--- config.mk ---
export PLATFORM = sky130hd
export DESIGN_NAME = wb_unit
export DESIGN_NICKNAME = d
export VERILOG_FILES = /design/src/rtl/wb_pkg.sv /design/src/rtl/wb_load_align.sv /design/src/rtl/wb_unit.sv
export SDC_FILE = /design/constraint.sdc
export NUM_CORES = 1
export LEC_CHECK = 0
export ABC_CLOCK_PERIOD_IN_PS = 3100
export CAP_MARGIN = 20
export CORE_ASPECT_RATIO = 1.1
export CORE_MARGIN = 5
export CORE_UTILIZATION = 40
export DETAILED_ROUTE_END_ITERATION = 12
export GPL_ROUTABILITY_DRIVEN = 0
export SYNTH_ARGS = -nofsm -noshare
export SYNTH_HDL_FRONTEND = slang
export SYNTH_SLANG_ARGS = --single-unit
--- constraint.sdc ---
create_clock -name clk -period 3.1 [get_ports clk]
set_clock_uncertainty 0.15 [all_clocks]
set_input_delay 0.93 -clock clk [delete_from_list [all_inputs] [get_ports clk]]
set_output_delay 0.93 -clock clk [all_outputs]
set_load 0.1 [all_outputs]
--- src/rtl/wb_pkg.sv ---
// wb_pkg: shared encodings for the writeback stage (source selects, load types, counter CSRs).
package wb_pkg;

   typedef enum logic [2:0] {
      WB_ALU  = 3'b000,
      WB_PC4  = 3'b001,
      WB_LOAD = 3'b110,
      WB_CSR  = 3'b111
   } wb_sel_e;

   typedef enum logic [2:0] {
      LB  = 3'b000,
      LH  = 3'b001,
      LW  = 3'b010,
      LD  = 3'b011,
      LBU = 3'b100,
      LHU = 3'b101,
      LWU = 3'b110
   } ld_type_e;

   localparam logic [11:0] CSR_CYCLE    = 12'hC00;
   localparam logic [11:0] CSR_INSTRET  = 12'hC02;
   localparam logic [11:0] CSR_CYCLEH   = 12'hC80;
   localparam logic [11:0] CSR_INSTRETH = 12'hC82;

endpackage

--- src/rtl/wb_load_align.sv ---
// wb_load_align: shifts the raw memory word to the load byte offset, extends it by load type
// and flags offsets/types that the load cannot legally use.
module wb_load_align
   import wb_pkg::*;
#(
   parameter int XLEN  = 32,
   parameter int OFS_W = $clog2(XLEN/8)
) (
   input  logic [XLEN-1:0]  i_load_raw,
   input  logic [OFS_W-1:0] i_addr_lo,
   input  logic [2:0]       i_funct3,
   output logic [XLEN-1:0]  o_data,
   output logic             o_misalign
);

   logic [XLEN-1:0] w_sh;
   logic            w_quad;

   assign w_sh   = i_load_raw >> {i_addr_lo, 3'b000};
   assign w_quad = i_addr_lo[1:0] == 2'b00;

   always_comb begin
      o_data     = '0;
      o_misalign = 1'b0;
      case (i_funct3)
         LB:  o_data = XLEN'($signed(w_sh[7:0]));
         LBU: o_data = XLEN'(w_sh[7:0]);
         LH:  begin
            o_data     = XLEN'($signed(w_sh[15:0]));
            o_misalign = i_addr_lo[0];
         end
         LHU: begin
            o_data     = XLEN'(w_sh[15:0]);
            o_misalign = i_addr_lo[0];
         end
         LW:  begin
            o_data     = XLEN'($signed(w_sh[31:0]));
            o_misalign = !w_quad;
         end
         LWU: begin
            o_data     = XLEN'(w_sh[31:0]);
            o_misalign = (XLEN != 64) || !w_quad;
         end
         LD:  begin
            o_data     = w_sh;
            o_misalign = (XLEN != 64) || (i_addr_lo != '0);
         end
         default: o_misalign = 1'b1;
      endcase
   end

endmodule

--- src/rtl/wb_unit.sv ---
// wb_unit: MEM/WB pipeline register, cycle/instret counters, CSR counter reads and
// register-file write data/enable generation.
module wb_unit
   import wb_pkg::*;
#(
   parameter int XLEN  = 32,
   parameter int CNT_W = 64,
   parameter int OFS_W = $clog2(XLEN/8)
) (
   input  logic             clk,
   input  logic             rst,
   input  logic             stall,
   input  logic             flush,
   input  logic             m_valid,
   input  logic [2:0]       m_wb_sel,
   input  logic [4:0]       m_rd,
   input  logic             m_rd_we,
   input  logic [XLEN-1:0]  m_alu,
   input  logic [XLEN-1:0]  m_pc4,
   input  logic [XLEN-1:0]  m_load_raw,
   input  logic [OFS_W-1:0] m_addr_lo,
   input  logic [2:0]       m_funct3,
   input  logic [11:0]      m_csr_addr,
   output logic             wb_valid,
   output logic             wb_we,
   output logic [4:0]       wb_rd,
   output logic [XLEN-1:0]  wb_data,
   output logic             wb_ld_misalign,
   output logic             wb_csr_illegal
);

   logic             r_valid;
   logic [2:0]       r_sel;
   logic [4:0]       r_rd;
   logic             r_rd_we;
   logic [XLEN-1:0]  r_alu;
   logic [XLEN-1:0]  r_pc4;
   logic [XLEN-1:0]  r_load_raw;
   logic [OFS_W-1:0] r_addr_lo;
   logic [2:0]       r_funct3;
   logic [11:0]      r_csr_addr;
   logic [CNT_W-1:0] r_cycle;
   logic [CNT_W-1:0] r_instret;

   logic [XLEN-1:0]  w_ld_data;
   logic             w_ld_mis;
   logic [63:0]      w_cyc64;
   logic [63:0]      w_ins64;
   logic [XLEN-1:0]  w_csr_data;
   logic             w_csr_ok;
   logic             w_sel_ok;

   always_ff @(posedge clk or negedge rst) begin
      if (!rst) begin
         r_valid    <= 1'b0;
         r_sel      <= '0;
         r_rd       <= '0;
         r_rd_we    <= 1'b0;
         r_alu      <= '0;
         r_pc4      <= '0;
         r_load_raw <= '0;
         r_addr_lo  <= '0;
         r_funct3   <= '0;
         r_csr_addr <= '0;
         r_cycle    <= '0;
         r_instret  <= '0;
      end else begin
         r_cycle <= r_cycle + CNT_W'(1);
         if (r_valid && !stall)
            r_instret <= r_instret + CNT_W'(1);
         if (flush) begin
            r_valid <= 1'b0;
            r_rd_we <= 1'b0;
         end else if (!stall) begin
            r_valid    <= m_valid;
            r_sel      <= m_wb_sel;
            r_rd       <= m_rd;
            r_rd_we    <= m_rd_we;
            r_alu      <= m_alu;
            r_pc4      <= m_pc4;
            r_load_raw <= m_load_raw;
            r_addr_lo  <= m_addr_lo;
            r_funct3   <= m_funct3;
            r_csr_addr <= m_csr_addr;
         end
      end
   end

   wb_load_align #(.XLEN(XLEN), .OFS_W(OFS_W)) u_align (
      .i_load_raw (r_load_raw),
      .i_addr_lo  (r_addr_lo),
      .i_funct3   (r_funct3),
      .o_data     (w_ld_data),
      .o_misalign (w_ld_mis)
   );

   // Counters are widened to 64 bits so bits at and above CNT_W read as zero.
   assign w_cyc64 = 64'(r_cycle);
   assign w_ins64 = 64'(r_instret);

   always_comb begin
      w_csr_data = '0;
      w_csr_ok   = 1'b1;
      case (r_csr_addr)
         CSR_CYCLE:    w_csr_data = w_cyc64[XLEN-1:0];
         CSR_INSTRET:  w_csr_data = w_ins64[XLEN-1:0];
         CSR_CYCLEH:   begin
            w_csr_data = (XLEN == 32) ? XLEN'(w_cyc64[63:32]) : '0;
            w_csr_ok   = XLEN == 32;
         end
         CSR_INSTRETH: begin
            w_csr_data = (XLEN == 32) ? XLEN'(w_ins64[63:32]) : '0;
            w_csr_ok   = XLEN == 32;
         end
         default:      w_csr_ok = 1'b0;
      endcase
   end

   assign w_sel_ok = r_sel == WB_ALU || r_sel == WB_PC4 || r_sel == WB_LOAD || r_sel == WB_CSR;

   assign wb_valid       = r_valid;
   assign wb_rd          = r_rd;
   assign wb_ld_misalign = r_valid && r_sel == WB_LOAD && w_ld_mis;
   assign wb_csr_illegal = r_valid && r_sel == WB_CSR && !w_csr_ok;
   assign wb_we          = r_valid && r_rd_we && r_rd != 5'd0 && !wb_ld_misalign
                           && !wb_csr_illegal && w_sel_ok;

   always_comb
      wb_data = r_sel == WB_ALU  ? r_alu :
                r_sel == WB_PC4  ? r_pc4 :
                r_sel == WB_LOAD ? (w_ld_mis ? '0 : w_ld_data) :
                r_sel == WB_CSR  ? w_csr_data : '0;

endmodule

## Word-level counts from Yosys, hierarchy flattened

Cells that the tools add are included.

- Bits in registers: 251
- Input bits: 127
- Output and inout bits: 41
- Logic and storage cells: 71

- Add/sub/neg operators: 2
- Eq/ne operators: 14
- Shift-type cells: 1
- Muxes and demuxes: 13
- Bitwise gates (word level): 2
- Reductions and logical operators: 27

Operators by type and width:

| operator | count |
|---|---|
| 32-bit 2-to-1 mux | 5 |
| 32-bit one-hot mux with 5 select lines | 1 |
| 64-bit by 1-bit adder with 64-bit output (second input constant) | 2 |
| 32-bit one-hot mux with 4 select lines | 1 |
| 12-bit equality test (second input constant) | 4 |
| 32-bit by 5-bit right shift with 32-bit output | 1 |
| 3-bit equality test (second input constant) | 5 |
| 1-bit logical AND | 10 |
| 3-bit by 1-bit equality test with 1-bit output (second input constant) | 2 |
| 3-bit by 2-bit equality test with 1-bit output (second input constant) | 2 |
| 3-bit logical NOT | 2 |
| 1-bit logical NOT | 5 |
| 1-bit 2-to-1 mux | 5 |
| 5-bit nonzero test | 1 |
| 2-bit OR reduction | 2 |
| 4-bit OR reduction | 1 |
| 1-bit logical OR | 3 |
| 1-bit one-hot mux with 3 select lines | 1 |
| 3-bit OR reduction | 1 |
| 2-bit logical NOT | 1 |
| 2-bit by 1-bit inequality test with 1-bit output (second input constant) | 1 |
| 1-bit NOT | 2 |
| 2-bit AND reduction | 1 |

## Depth between registers and ports, before layout

Gate-level depths: netlist of run 1.

- Depth in word-level cells: 8
- Gate-level depth with buffers: 7
- Mapped depth without buffers: 6

## Cells and area by module

A second synthesis of run 1 with hierarchy kept.

- Cell total of the unflattened synthesis: 1171
- Area, all modules: 13102.6 um2

By module, submodules not included:

| module | times used | cells an instance | area each (um2) | seq. area each (um2) |
|---|---|---|---|---|
| wb_unit | 1 | 1062 | 12291.8 | 6281.0 |
| wb_load_align | 1 | 109 | 810.8 | 0.0 |

## Worst setup path after synthesis of run 1

OpenSTA, ideal clock, no wires.

- Path type: register -> output
- From: register r_sel[0]
- To: output port wb_we
- Data arrival time: 3.917 ns
- Required time: 2.020 ns
- Slack: -1.897 ns
- Stages on the path, launching flop included: 5
- Buffers on the path: 2
- Cell sequence: dfrtp_1 -> clkbuf_1 -> clkbuf_1 -> and3b_1 -> nor3_1

- Word-level cells in the longest chain between the ends: 7
- Elaborated cells on any way between the ends: 16
- Classes of those cells: eq/ne: 3; reduce/logical: 13

Ends and longest elaborated chain:

| element | line | source |
|---|---|---|
| start, declared | wb_unit.sv:33 | `logic [2:0] r_sel;` |
| start signal, assigned | wb_unit.sv:76 | `r_sel <= m_wb_sel;` |
| 3-bit equality test | wb_unit.sv:123 | `assign wb_ld_misalign = r_valid && r_sel == WB_LOAD && w_ld_mis;` |
| 1-bit logical AND (2 in a row) | wb_unit.sv:123 |  |
| net wb_ld_misalign | wb_unit.sv:28 | `output logic wb_ld_misalign,` |
| 1-bit logical NOT | wb_unit.sv:125 | `assign wb_we = r_valid && r_rd_we && r_rd != 5'd0 && !wb_ld_misalign` |
| 1-bit logical AND | wb_unit.sv:125 |  |
| 1-bit logical AND (2 in a row) | wb_unit.sv:126 | `&& !wb_csr_illegal && w_sel_ok;` |
| end, declared | wb_unit.sv:25 | `output logic wb_we,` |

The timed path passes the listed nets, and every way through them passes these cells.

## Worst setup path in the final report of run 1

- From: register r_csr_addr[2]
- To: output port wb_data[16]

- Word-level cells in the longest chain between the ends: 6
- Elaborated cells on any way between the ends: 9
- Classes of those cells: eq/ne: 4; mux: 5

Ends and longest elaborated chain:

| element | line | source |
|---|---|---|
| start, declared | wb_unit.sv:41 | `logic [11:0] r_csr_addr;` |
| start signal, assigned | wb_unit.sv:84 | `r_csr_addr <= m_csr_addr;` |
| 12-bit equality test | wb_unit.sv:104 | `case (r_csr_addr)` |
| 32-bit one-hot mux with 4 select lines * | wb_unit.sv:104 |  |
| 32-bit 2-to-1 mux * | wb_unit.sv:132 | `r_sel == WB_CSR ? w_csr_data : '0;` |
| 32-bit 2-to-1 mux * | wb_unit.sv:131 | `r_sel == WB_LOAD ? (w_ld_mis ? '0 : w_ld_data) :` |
| 32-bit 2-to-1 mux * | wb_unit.sv:130 | `r_sel == WB_PC4 ? r_pc4 :` |
| 32-bit 2-to-1 mux * | wb_unit.sv:129 | `wb_data = r_sel == WB_ALU ? r_alu :` |
| end, declared | wb_unit.sv:27 | `output logic [XLEN-1:0] wb_data,` |

Mark *: on every way between the ends. The rest lies on a longest branch, timed or not.

==> impl_metrics.toml, run 1 <==
[setup_path]
path_cells = "or4_4, nor4_4, buf_4, buf_6, nand2_1, a22oi_2, buf_12"
crit_slowest_cell = "or4_4"
r2r_cells = 6
arrival_ns = 2.59
worstReg2RegEnd = "r_cycle[61]$_DFF_PN0_"
required_ns = 2.02
critPathLaunch = "r_csr_addr[2]$_DFFE_PN0P_"
cpPeakStageDelay_ns = 0.56
rrSetupSlack_ns = 0.60
r2r_start = "r_cycle[39]$_DFF_PN0_"
endpoint_kind = "primary output"
crit_fanout = 10
cp-start-kind = "register"
worstSetupPathType = "reg -> out"

[power_and_ir_drop]
power.density_nw_per_um2 = 546.1
p_leak_uw = 0.007283
peakVddDrop_uv = 466.8

[clock_tree]
cts_made_buffers = 28
cts_tree = "built"
hold_buffers = 0
clockRootBuffer = "clkbuf_16"
clkSlewWorstSetupHoldPaths_ns = 0.06
clk_latency_ns = 0.55
cts_sinks = 251
htreeDepth = 1
clockBufferDepth = 3

[detailed_routing]
wl_per_cell_um = 21.97
routed_wl_um = 38810
dr.pass1.iters = 5
ant_nets = 0
drt-initial-drc-count = 540
viasPerCell = 5.461
drc = 0
vias = 9649

[timing]
min_period_ns = 3.672
rsz0062_at_grt = "true"
worst_pin_slew_ns = 0.6159
fmax_ghz = 0.2723
fin_tns_setup_ns = -16.92
hold_viol = 0
fin_ws_ns = -0.5719
maxSlewViolCount = 0
period_share = 1.184
max_slew_margin = 0.5862
setup_viol_count_final = 35

[yosys]
ys_seq_area_frac = 0.4908
synth_edf_count = 0
netlist_area_um2 = 12800
synth.avg_cell_area_um2 = 11.53
ys_ff_latch = 251
syn_inst = 1110
syn_nets = 1239
synth_cell_types = 49
synth_ff_type = "dfrtp_1"
ys_warn_count = 0
async_reset_ff_frac = 1.000

[final_layout]
syn2layout_area_growth_pct = 35.22
regArea_um2 = 6291
fillCellCount = 2695
fin_cells = 1767
nets = 1462
n_antenna_cell = 0
finalInstanceArea_um2 = 17300
drive_above_1_share = 0.2932
multi_input_area_um2 = 6823

[die]
die_w_um = 180.5
core_um2 = 31480
placement_rows = 68
die_area_um2 = 35670
start_util = 0.4065
io_pins = 168
fp.dieH_um = 197.6

[grt]
grt_pass1_vias = 10014
grt.total_usage = 0.2140
grt_max_degree = 67
grt_pass1_wl_um = 59910
antenna_found_initial = 0
grt-ovfl-total = 0

[outcome]
violations = "negative setup slack"
status = "complete, but fails checks"

[worst_hold_path]
hp-class = "in -> async"

[placed_design]
dp_cells = 1713
placed_cell_area_um2 = 16190
port_buffers = 167
hpwl_um = 29220

[flow_run]
drv_cap = 0
[cells in the final DEF, fill, tap and decap left out, drive strengths merged, types with 44 or more instances in the layout]
cell type	n
nand3	53
nand4	46
dfrtp	251
clkdlybuf4s50	125
mux2i	46
mux2	122
clkbuf	44
xnor2	77
buf	117
nand2	85
xor2	48
nor2	71
[Yosys cell counts (3+ instances only)]
| library cell | n | area share |
|---|---|---|
| a211oi_1 | 19 | 0.011 |
| a21oi_1 | 30 | 0.012 |
| a22oi_1 | 6 | 0.0035 |
| a31o_2 | 5 | 0.0034 |
| a31oi_1 | 5 | 0.0024 |
| and2_1 | 5 | 0.0024 |
| and3_1 | 17 | 0.0083 |
| and4_1 | 8 | 0.0055 |
| buf_1 | 3 | 0.00088 |
| buf_2 | 12 | 0.0047 |
| clkbuf_1 | 34 | 0.010 |
| dfrtp_1 | 251 | 0.49 |
| inv_1 | 18 | 0.0053 |
| mux2_2 | 122 | 0.11 |
| mux2i_1 | 46 | 0.036 |
| mux4_2 | 31 | 0.055 |
| nand2_1 | 85 | 0.025 |
| nand3_1 | 52 | 0.020 |
| nand3b_1 | 4 | 0.0023 |
| nand4_1 | 45 | 0.022 |
| nor2_1 | 71 | 0.021 |
| nor2b_1 | 16 | 0.0078 |
| nor3_1 | 24 | 0.0094 |
| nor4_1 | 13 | 0.0064 |
| nor4_4 | 3 | 0.0050 |
| o21ai_0 | 26 | 0.010 |
| o31ai_1 | 6 | 0.0035 |
| or2_2 | 4 | 0.0020 |
| xnor2_1 | 77 | 0.053 |
| xor2_1 | 48 | 0.033 |
[sequential cells by signal, summed over array words and instances, names as in the netlist, 2 cells and up]
name,cells
r_sel,3
r_load_raw,32
r_alu,32
r_instret,64
r_funct3,3
wb_rd,5
r_csr_addr,12
r_cycle,64
r_addr_lo,2
r_pc4,32
[report_power, final]
group | total, uW | internal (uW) | leakage (uW) | switching [uW]
Clock | 3140 | 1850 | 0.000420 | 1290
Sequential | 3780 | 3540 | 0.00318 | 236
Combinational | 2540 | 1100 | 0.00369 | 1440
Total | 9450 | 6480 | 0.00728 | 2970
[what timing repair did]
item                                    4_1_cts  5_1_grt
gates resized for setup                      17       25
pin swaps                                    10       12
endpoints found under the setup margin       35       35
endpoints found under the hold margin         0        0
setup buffers                                 3        7
[kinds of logic (layout without fill, tap and decap cells)]
kind of cell,Yosys count,count (layout),share of synthesized area
AND/OR/NAND/NOR,363,363,0.1512
flip-flops,251,251,0.4908
multiplexers,200,200,0.1999
XOR/XNOR,125,125,0.08555
AO/OA/AOI/OAI,101,101,0.04888
buffers and inverters,68,305,0.02170
adder cells (fa/ha/maj),2,2,0.001955
[area by class of cell]
type                       instances  share of cell area
tap                              420             0.03037
multi-input combinational        791              0.3943
sequential                       251              0.3636
timing repair buffer             243              0.1586
clock inverter                     1           0.0002892
inverter                          18            0.003905
clock buffer                      43             0.04902
[per-layer routing]
metal / share of wire / wire length (um) / global-route usage
met1: 0.43 / 16590 / 0.2794
met4: 0.029 / 1119 / 0.06050
met2: 0.49 / 19180 / 0.3676
met3: 0.050 / 1925 / 0.03996
met5: 0 / 0 / 0
[metrics by stage]
| step | setup WS, ns | power, uW | hold WS (ns) | util |
|---|---|---|---|---|
| after detailed placement | -0.1409 | 6315 | 0.3176 | 0.5144 |
| after global placement | -0.1446 | 6294 | 0.3032 | 0.5144 |
| after global routing | -0.6446 | 9822 | 0.2144 | 0.5497 |
| final | -0.5719 | 9449 | 0.1760 | 0.5497 |
| after CTS | -0.6731 | 9512 | 0.2065 | 0.5445 |
| after floorplan | -0.3323 | 5322 | 0.2866 | - |
[worst max path at each step]
stage | to | slack, ns | cells past startpoint
after global placement | wb_data[29] | -0.14 | 6
after CTS | wb_data[30] | -0.67 | 7
after global routing | wb_data[24] | -0.64 | 7
final | wb_data[16] | -0.57 | 7
after detailed placement | wb_data[29] | -0.14 | 6
after floorplan | wb_data[16] | -0.33 | 7
[worst max-delay path: cells and delay by family, from the launching register on]
kind / cells / cell delay [ns]
AND/OR/NAND/NOR: 3 / 0.85
buffers and inverters: 3 / 0.59
AO/OA/AOI/OAI: 1 / 0.21
flip-flops: 1 / 0.38
No activity file was read; power rests on OpenSTA's default activity.
==> inputs of run 2 (changes only) <==
- SKIP_CTS_REPAIR_TIMING: unset -> 1
==> run 2 against run 1 <==
  * The flow still finishes with violations (negative setup slack)
  * Highest routed layer unchanged
  * Critical path depth is the same
  * Design area fell by 0.44%
  * Hold slack better by 0.0070 ns
  * Largest cell class unchanged
==> impl_metrics.toml, run 2 (synthesis gave the netlist of run 1 again) <==
[timing]
fmax_ghz = 0.2639
rsz0062_at_grt = "true"
setup_viol_count_final = 34
hold_viol = 0
worst_pin_slew_ns = 0.6126
period_share = 1.223
min_period_ns = 3.790
fin_ws_ns = -0.6899
max_slew_margin = 0.5916
maxSlewViolCount = 0

[final_layout]
regArea_um2 = 6289
most-common-layout-cells = "dfrtp_1, clkdlybuf4s50_1, mux2_2"
multi_input_area_um2 = 6779
drive_above_1_share = 0.2904
finalInstanceArea_um2 = 17230
fillCellCount = 2696
syn2layout_area_growth_pct = 34.62
n_antenna_cell = 0
nets = 1458
fin_cells = 1763
final_common_cell = "dfrtp_1"
final_core_util = 0.5473
top_regs = "r_cycle x64, r_instret x64"

[outcome]
status = "complete, but fails checks"
violations = "negative setup slack"

[clock_tree]
clk_latency_ns = 0.55
cts_made_buffers = 28
cts_sinks = 251
clockBufferDepth = 3
clockRootBuffer = "clkbuf_16"
clkSlewWorstSetupHoldPaths_ns = 0.06
htreeDepth = 1
cts_tree = "built"

[setup_path]
crit_slowest_cell = "or4_4"
path_delay_family = "simple AND/OR/NAND/NOR gates"
cp-start-kind = "register"
arrival_ns = 2.71
path_cells = "or4_4, nor4_4, buf_4, nand2_2, a31o_4, a31oi_4, buf_12"
cpPeakStageDelay_ns = 0.56
endpoint_kind = "primary output"
required_ns = 2.02
rrSetupSlack_ns = 0.57
worstSetupPathType = "reg -> out"
crit_fanout = 4
crit_buf_inv = 2

[power_and_ir_drop]
peakVddDrop_uv = 470.2
p_leak_uw = 0.007249
power.density_nw_per_um2 = 547.1
power.total_uw = 9425

[placed_design]
preCtsSetupSlack_ns = -0.1409
placed_cell_area_um2 = 16190
port_buffers = 167
dp_cells = 1713
hpwl_um = 29220

[detailed_routing]
drc = 0
routed_wl_um = 38720
ant_nets = 0
viasPerCell = 5.433
dr.pass1.iters = 4
wl_per_cell_um = 21.96
drt-initial-drc-count = 562
vias = 9578

[die]
die_w_um = 180.5
start_util = 0.4065
placement_rows = 68
core_um2 = 31480
io_pins = 168
die_area_um2 = 35670
fp.dieH_um = 197.6

[grt]
grt_pass1_vias = 9950
grt_max_degree = 67
antenna_found_initial = 0
grt-ovfl-total = 0
grt_pass1_wl_um = 59830
grt.total_usage = 0.2136

[flow_run]
drv_cap = 0

[worst_hold_path]
hp-class = "in -> async"
[run 2: cell count changes in the layout (fill, tap and decap cells not counted), moves of 2 or more]
cell	delta
dfrtp_2	-2
nand2_1	-2
a211oi_2	-3
dfrtp_1	+2
a21oi_1	-3
a31o_2	+2
a21oi_2	+4
buf_4	-2
a211oi_1	+3
nand2_2	+2
buf_6	-4
a31o_4	-2
[run 2: final cells by class]
class	count	area share
Clock buffer	43	0.04924
Clock inverter	1	0.0002905
Inverter	18	0.003922
Multi-Input combinational cell	791	0.3935
Sequential cell	251	0.3650
Tap cell	420	0.03050
Timing Repair Buffer	239	0.1575
[run 2: final timing paths]
| path | cells after the start | end | startpoint |
|---|---|---|---|
| setup / recovery | 7 | wb_data[27] | r_csr_addr[2]$_DFFE_PN0P_ |
| hold / removal | 1 | r_alu[24]$_DFFE_PN0P_ | rst |
| setup reg to reg | 5 | r_instret[63]$_DFFE_PN0P_ | r_instret[12]$_DFFE_PN0P_ |
| hold reg to reg | 1 | r_instret[63]$_DFFE_PN0P_ | r_instret[63]$_DFFE_PN0P_ |
| max in group asynchronous | 2 | r_pc4[5]$_DFFE_PN0P_ | rst |
| min in group clk | 1 | r_instret[63]$_DFFE_PN0P_ | r_instret[63]$_DFFE_PN0P_ |
[run 2: power breakdown]
part           internal, uW  switching (uW)
sequential             3540             234
clock                  1850            1300
combinational          1080            1430
[run 2: through the flow]
stage	setup TNS, ns	hold WS, ns
after floorplan	-3.366	0.2866
after global placement	-1.038	0.3032
after detailed placement	-1.175	0.3176
after CTS	-20.84	0.2065
after global routing	-23.65	0.2207
final	-20.07	0.1830
[run 2: per-layer routing]
metal  vias to the layer above  global-route usage  part of all wire
li1                       4457                   -                 -
met1                      4841              0.2804              0.44
met2                       218              0.3669              0.49
met3                        62             0.03849             0.042
met4                         0             0.05938             0.028
met5                         -                   0                 0
